**src/rtl/bram_port_arb.sv**
```systemverilog
// BRAM port B arbiter: display reads have absolute priority, the processing
// engine fills idle cycles; read returns are tagged in order with RD_LAT latency.
module bram_port_arb #(
  parameter int unsigned MAX_ROW    = 540,
  parameter int unsigned MAX_COL    = 540,
  parameter int unsigned RD_LAT     = 2,
  parameter int unsigned STARVE_LIM = 1024
) (
  input  logic        clk,
  input  logic        rst_n,
  input  logic        disp_req_i,
  input  logic [18:0] disp_addr_i,
  output logic        disp_rvalid_o,
  output logic [7:0]  disp_rdata_o,
  input  logic        proc_req_i,
  input  logic        proc_we_i,
  input  logic [18:0] proc_addr_i,
  input  logic [7:0]  proc_wdata_i,
  output logic        proc_gnt_o,
  output logic        proc_rvalid_o,
  output logic [7:0]  proc_rdata_o,
  output logic        enb_o,
  output logic        web_o,
  output logic [18:0] addrb_o,
  output logic [7:0]  d2memb_o,
  input  logic [7:0]  mem2db_i,
  output logic        err_o,
  output logic        starve_o,
  input  logic        clr_i
);

  localparam logic [18:0] LAST_ADDR = 19'(MAX_ROW * MAX_COL - 1);
  localparam logic [15:0] WAIT_LIM  = 16'(STARVE_LIM);

  typedef enum logic {
    OWN_DISP = 1'b0,
    OWN_PROC = 1'b1
  } owner_e;

  typedef struct packed {
    logic   valid;
    owner_e owner;
    logic   blank;
  } tag_t;

  logic        disp_own;
  logic        proc_gnt;
  logic        access;
  logic        in_rng;
  logic [18:0] sel_addr;
  tag_t        tag_in;
  tag_t        tags [RD_LAT];
  tag_t        tag_out;
  logic [7:0]  ret_data;
  logic        disp_ret;
  logic        proc_ret;
  logic [15:0] wait_cnt;
  logic        err_q;
  logic        starve_q;

  always_comb begin
    disp_own = rst_n & disp_req_i;
    proc_gnt = rst_n & ~disp_req_i & proc_req_i;
    access   = disp_own | proc_gnt;
    sel_addr = '0;
    if (disp_own) begin
      sel_addr = disp_addr_i;
    end else if (proc_gnt) begin
      sel_addr = proc_addr_i;
    end
    in_rng       = sel_addr <= LAST_ADDR;
    tag_in.valid = disp_own | (proc_gnt & ~proc_we_i);
    tag_in.owner = disp_own ? OWN_DISP : OWN_PROC;
    tag_in.blank = ~in_rng;
  end

  assign proc_gnt_o = proc_gnt;
  assign enb_o      = access & in_rng;
  assign web_o      = proc_gnt & proc_we_i & in_rng;
  assign addrb_o    = sel_addr;
  assign d2memb_o   = (proc_gnt & proc_we_i) ? proc_wdata_i : '0;

  // Tag shift register pushed every cycle so its output lines up with BRAM data.
  always_ff @(posedge clk) begin
    if (!rst_n) begin
      for (int unsigned i = 0; i < RD_LAT; i++) begin
        tags[i] <= '0;
      end
    end else begin
      tags[0] <= tag_in;
      for (int unsigned i = 1; i < RD_LAT; i++) begin
        tags[i] <= tags[i-1];
      end
    end
  end

  // Gated by rst_n so in-flight returns vanish during the reset cycle too.
  assign tag_out       = tags[RD_LAT-1];
  assign ret_data      = tag_out.blank ? '0 : mem2db_i;
  assign disp_ret      = rst_n & tag_out.valid & (tag_out.owner == OWN_DISP);
  assign proc_ret      = rst_n & tag_out.valid & (tag_out.owner == OWN_PROC);
  assign disp_rvalid_o = disp_ret;
  assign proc_rvalid_o = proc_ret;
  assign disp_rdata_o  = disp_ret ? ret_data : '0;
  assign proc_rdata_o  = proc_ret ? ret_data : '0;

  always_ff @(posedge clk) begin
    if (!rst_n) begin
      wait_cnt <= '0;
      err_q    <= 1'b0;
      starve_q <= 1'b0;
    end else begin
      if (!proc_req_i || proc_gnt) begin
        wait_cnt <= '0;
      end else if (wait_cnt != WAIT_LIM) begin
        wait_cnt <= wait_cnt + 16'd1;
      end
      err_q    <= (access & ~in_rng) | (err_q & ~clr_i);
      starve_q <= (wait_cnt == WAIT_LIM) | (starve_q & ~clr_i);
    end
  end

  assign err_o    = err_q;
  assign starve_o = starve_q;

endmodule

```
**config.mk**
```make
export PLATFORM = sky130hd
export DESIGN_NAME = bram_port_arb
export DESIGN_NICKNAME = d
export VERILOG_FILES = /design/src/rtl/bram_port_arb.sv
export SDC_FILE = /design/constraint.sdc
export NUM_CORES = 1
export LEC_CHECK = 0
export BUFFER_PORTS_ARGS = -buffer_cell sky130_fd_sc_hd__buf_2
export CAP_MARGIN = 20
export CORE_MARGIN = 1
export CORE_UTILIZATION = 37
export CTS_BUF_LIST = sky130_fd_sc_hd__clkbuf_16
export CTS_CLUSTER_DIAMETER = 40
export CTS_CLUSTER_SIZE = 30
export DETAILED_ROUTE_END_ITERATION = 10
export HOLD_SLACK_MARGIN = 0.06
export PLACE_DENSITY = 0.76
export SLEW_MARGIN = 10
export SYNTH_ARGS = -nofsm -noshare
export SYNTH_HDL_FRONTEND = slang
export SYNTH_SLANG_ARGS = --single-unit
```
**constraint.sdc**
```tcl
create_clock -name clk -period 1.55 [get_ports clk]
set_input_delay 0.0775 -clock clk [delete_from_list [all_inputs] [get_ports clk]]
set_output_delay 0.0775 -clock clk [all_outputs]
set_load 0.02 [all_outputs]
```
; ---- Word level (Yosys, flattened, before mapping)
; Memory sizes are Yosys's and may differ from the RTL's.
; Cells that the tools add are included.
[word_totals]
reg_bits = 18
mem_bits_rw = 6
n_memories = 1
[classes]
addsub = 1
n_lt_le_gt_ge = 1
eq_ne = 2
n_mux = 11
bitwise_logic = 25
reduce_logical = 3
[memory_table]
columns = name, words, word_bits, read_ports, rd_ports_with_merged_regs, write_ports, line
row1 = tags, 2, 3, 2, 0, 2, 52  ; tag_t tags [RD_LAT];
[op_table]
columns = op, n
row1 = $mux W19, 2
row2 = $mux W8, 4
row3 = $le A19 B19 Y1 const B, 1
row4 = $add A16 B1 Y16 const B, 1
row5 = $eq A16 B11 Y1 const B, 1
row6 = $ne A16 B11 Y1 const B, 1
row7 = $and A1 B1 Y1, 13
row8 = $mux W3, 2
row9 = $not A1 Y1, 6
row10 = $or A1 B1 Y1, 6
row11 = $mux W1, 3
row12 = $reduce_or A2 Y1, 1
row13 = $logic_not A1 Y1, 1
row14 = $logic_or A1 B1 Y1, 1

; ---- Logic depth before layout (Yosys ltp)
[logic_depth]
word_depth = 9
mapped_depth = 8
ltp_nobuf = 7

; ---- Worst setup path before layout
; No wires, ideal clock.
[synth_path]
path_kind = in2out
startpoint = input port rst_n
endpoint = output port enb_o
arrival_ns = 1.784
required_time_ns = 1.472
slack_ns = -0.312
path_stages = 7
path_buffers = 1
cell_sequence = buf_6 > clkinv_1 > a21oi_1 > nand3_1 > a211oi_1 > a41oi_1 > a21oi_1
[synth_via]
elab_chain_len = 6
[synth_rtl]
columns = item, line
row1 = start: declaration, 10  ; input logic rst_n,
row2 = $and A1 B1 Y1 (2 in series), 63  ; proc_gnt = rst_n & ~disp_req_i & proc_req_i;
row3 = $mux W19, 68  ; end else if (proc_gnt) begin
row4 = $mux W19 (*), 66  ; if (disp_own) begin
row5 = net addrb_o[14], 24  ; output logic [18:0] addrb_o,
row6 = $le A19 B19 Y1 (*), 71  ; in_rng = sel_addr <= LAST_ADDR;
row7 = $and A1 B1 Y1 (*), 78  ; assign enb_o = access & in_rng;
row8 = end: declaration, 22  ; output logic enb_o,
; The timed path passes the listed nets; every way through them passes the cells marked *.

; ---- Worst setup path after layout
[layout_path]
startpoint = input port proc_req_i
endpoint = output port enb_o
[layout_via]
elab_chain_len = 5
[layout_rtl]
columns = item, line
row1 = start: declaration, 15  ; input logic proc_req_i,
row2 = $and A1 B1 Y1 (*), 63
row3 = $mux W19, 68
row4 = $mux W19, 66
row5 = $le A19 B19 Y1, 71
row6 = $and A1 B1 Y1 (*), 78
; Every way passes the cells marked *; elsewhere a longest branch is shown, timed or not.

==> results.yml <==
status:
  status: "finished, violations left"
  violations: "setup timing"
finish:
  multiInputGateArea_sq_um: 1140
  final_common_cell: "buf_2"
  drive_gt1_share_pct: 51.5
  final_cell_mix: "105 x buf_2, 37 x nor2_1, 28 x buf_4, 20 x dfxtp_1, 16 x nand2_1"
  synthToLayoutAreaGrowth_pct: 65.5
  stdcell_count: 392
  antenna_cells: 0
  fin_nets: 406
  fillers: 337
  seq_area_sq_um: 485
global_route:
  gr-total-overflow: 0
  grt_max_degree: 17
  grt_antenna_before_repair: 0
  grt_pass1_wl_mm: 7.40
  grt_usage_pct: 21.1
  first_global_vias: 1771
timing:
  period_share_pct: 108
  final_hold_viol_count: 0
  setup_violations: 2
  rsz0062_at_grt: "true"
  drv_slew: 0
  period_minus_slack_ns: 1.68
  slew_headroom_pct: 63.1
  fin_worst_skew_ns: 0.00247
  fmax_mhz: 596
  worst_pin_slew_ns: 0.551
  final.setup.worst_slack_ns: -0.129
synthesis:
  syn_area_sq_um: 1580
  postSynthCellCount: 207
  ys.flop_type: "dfxtp_1"
  synth.largest_area_cell: "dfxtp_1"
  yosys_warnings: 0
  synth_area_per_cell_sq_um: 7.63
  ys_types: 37
  async_flop_share_pct: 0
  synth_nets: 269
  synth_edf_count: 0
  synthTopCellsByArea: "dfxtp_1 30%, nor2_1 9.5%, a32o_1 5.7%"
  ys_seq_elements: 24
  ys_seq_area_share_pct: 30.4
  yosysTopAreaCellShare_pct: 30.4
floorplanning:
  fp.dieW_um: 67.3
  core_sq_um: 4060
  pin_count: 110
  dieArea_sq_um: 4530
  fp.dieH_um: 67.3
  rows: 23
  start_util_pct: 38.9
detailed_routing:
  wl_met2_mm: 2.36
  dr.first_iter.drc_count: 96
  wl_per_cell_um: 12.2
  routed_via_density: 4.97
  drc: 0
  top_layer: "met4"
  num_vias: 1950
  dr.pass1.iters: 4
  wl_mm: 4.77
  m1WireLength_mm: 2.03
  wl_met3_um: 286
  ant_nets: 0
worst_setup_path:
  startpoint_type: "input port"
  path_cells: "buf_2 -> buf_4 -> nand3b_1 -> a21oi_2 -> nor3_2 -> buf_4 -> buf_4 -> a41oi_4 -> a21oi_4 -> buf_6"
  worstPathArrival_ns: 1.60
  worst_path_max_delay_cell: "a41oi_4"
  cp_data_required_time_ns: 1.47
  max_stage_delay_ns: 0.27
  cp_max_fo: 9
  end_kind: "primary output"
  critPathKind: "input port to primary output"
  worst_path_most_repeated_cell: "buf_4"
worst_hold_path:
  worstHoldPathType: "input port to flop"
job:
  cap_violations: 0
power:
  ir_drop_mv: 0.358
  p_leak_uw: 0.00132
  power_density_nw_per_um2: 611
place:
  io_buffers: 109
  hpwlAfterDp_mm: 3.57
  dp_slack_ns: -0.307
  placedCellCount: 384
  gp_congestion: 0.889
cts:
  clk_latency_ns: 0.25
  cts_sinks: 24
  cts.clk_slew.worst_paths_ns: 0.06
  numCtsBuffers: 3
  cts_tree: "yes"
  cts_root_buffer: "clkbuf_16"
  htreeDepth: 1
  cts_buffer_depth: 2
per-layer routing:
layer  global-route usage [%]  vias up
li1                         -      989
met1                     24.1      859
met2                     38.3       92
met3                     3.04       10
met4                     9.84        0
met5                        0        -
layout make-up:
| class | count | area share [%] |
|---|---|---|
| multi-input combinational | 167 | 43.8 |
| clock buffer | 3 | 2.87 |
| timing repair buffer | 140 | 31.2 |
| tap | 50 | 2.39 |
| inverter | 8 | 1.20 |
| sequential | 24 | 18.6 |
state kept, by name (all words and copies together) (netlist names):
register  count
err_o         1
tags          6
starve_o      1
wait_cnt     16
per-stage QoR:
stage / instance area [sq um] / hold slack, ns / setup TNS [ns] / utilization [%] / power [uW]
finish: 2610 / 0.166 / -0.255 / 64.4 / 1600
global route: 2610 / 0.202 / -0.421 / 64.4 / 1670
CTS: 2580 / 0.151 / -0.253 / 63.5 / 1600
detailed placement: 2400 / 0.277 / -1.01 / 59.3 / 1040
global placement: 2400 / 0.272 / -0.853 / 59.3 / 1040
floorplan: 1660 / 0.165 / -0.176 / - / 868
cells in the mapped netlist, types with 2 or more instances:
| master | n |
|---|---|
| nand3b_1 | 8 |
| nor3_1 | 3 |
| a21oi_1 | 12 |
| a32o_1 | 9 |
| and3_1 | 5 |
| xor2_1 | 10 |
| inv_1 | 7 |
| ha_1 | 2 |
| nand2b_1 | 10 |
| and2_1 | 14 |
| xnor2_1 | 5 |
| buf_6 | 3 |
| nand2_1 | 16 |
| dfxtp_1 | 24 |
| nor4_1 | 2 |
| clkbuf_1 | 3 |
| nand4_1 | 8 |
| buf_2 | 2 |
| nand3_1 | 7 |
| nor2_1 | 40 |
what timing repair did:
| item | 4_1_cts | 5_1_grt |
|---|---|---|
| cloned | 1 | 0 |
| gates resized for setup | 15 | 11 |
| endpoints found under the hold margin | 2 | 0 |
| buffers inserted | 1 | 1 |
| pin swaps | 11 | 3 |
| endpoints found under the setup margin | 2 | 9 |
| hold buffers | 2 | 0 |
critical path: cells and delay by family:
kind / cells / cell delay [ns]
simple gates: 2 / 0.17
buf+inv: 5 / 0.79
compound gates: 3 / 0.56
worst paths after layout:
kind         slack (ns)  depth (start not counted)   startpoint           end
max               -0.13                         10   proc_req_i         enb_o
min                0.17                          4    proc_we_i    tags[0][2]
max reg2reg        0.11                          7  wait_cnt[0]  wait_cnt[14]
min reg2reg        0.44                          1   tags[0][1]    tags[0][4]
report_power, final:
part	leakage [uW]	switching [uW]	internal [uW]	total [uW]
clock network	0.0000370	192	340	532
logic	0.00109	226	207	433
registers	0.000196	4.81	627	632
total	0.00132	423	1170	1600
cell families after synthesis:
kind of cell               synth area share, %
buffers and inverters                     5.86
and+or+nand+nor                           39.7
DFF                                       30.4
xor gates and xnor gates                  8.32
AOI/OAI and AO/OA                         14.1
adders and majority gates                 1.58
Note: power is estimated with default switching activity, not from simulation.
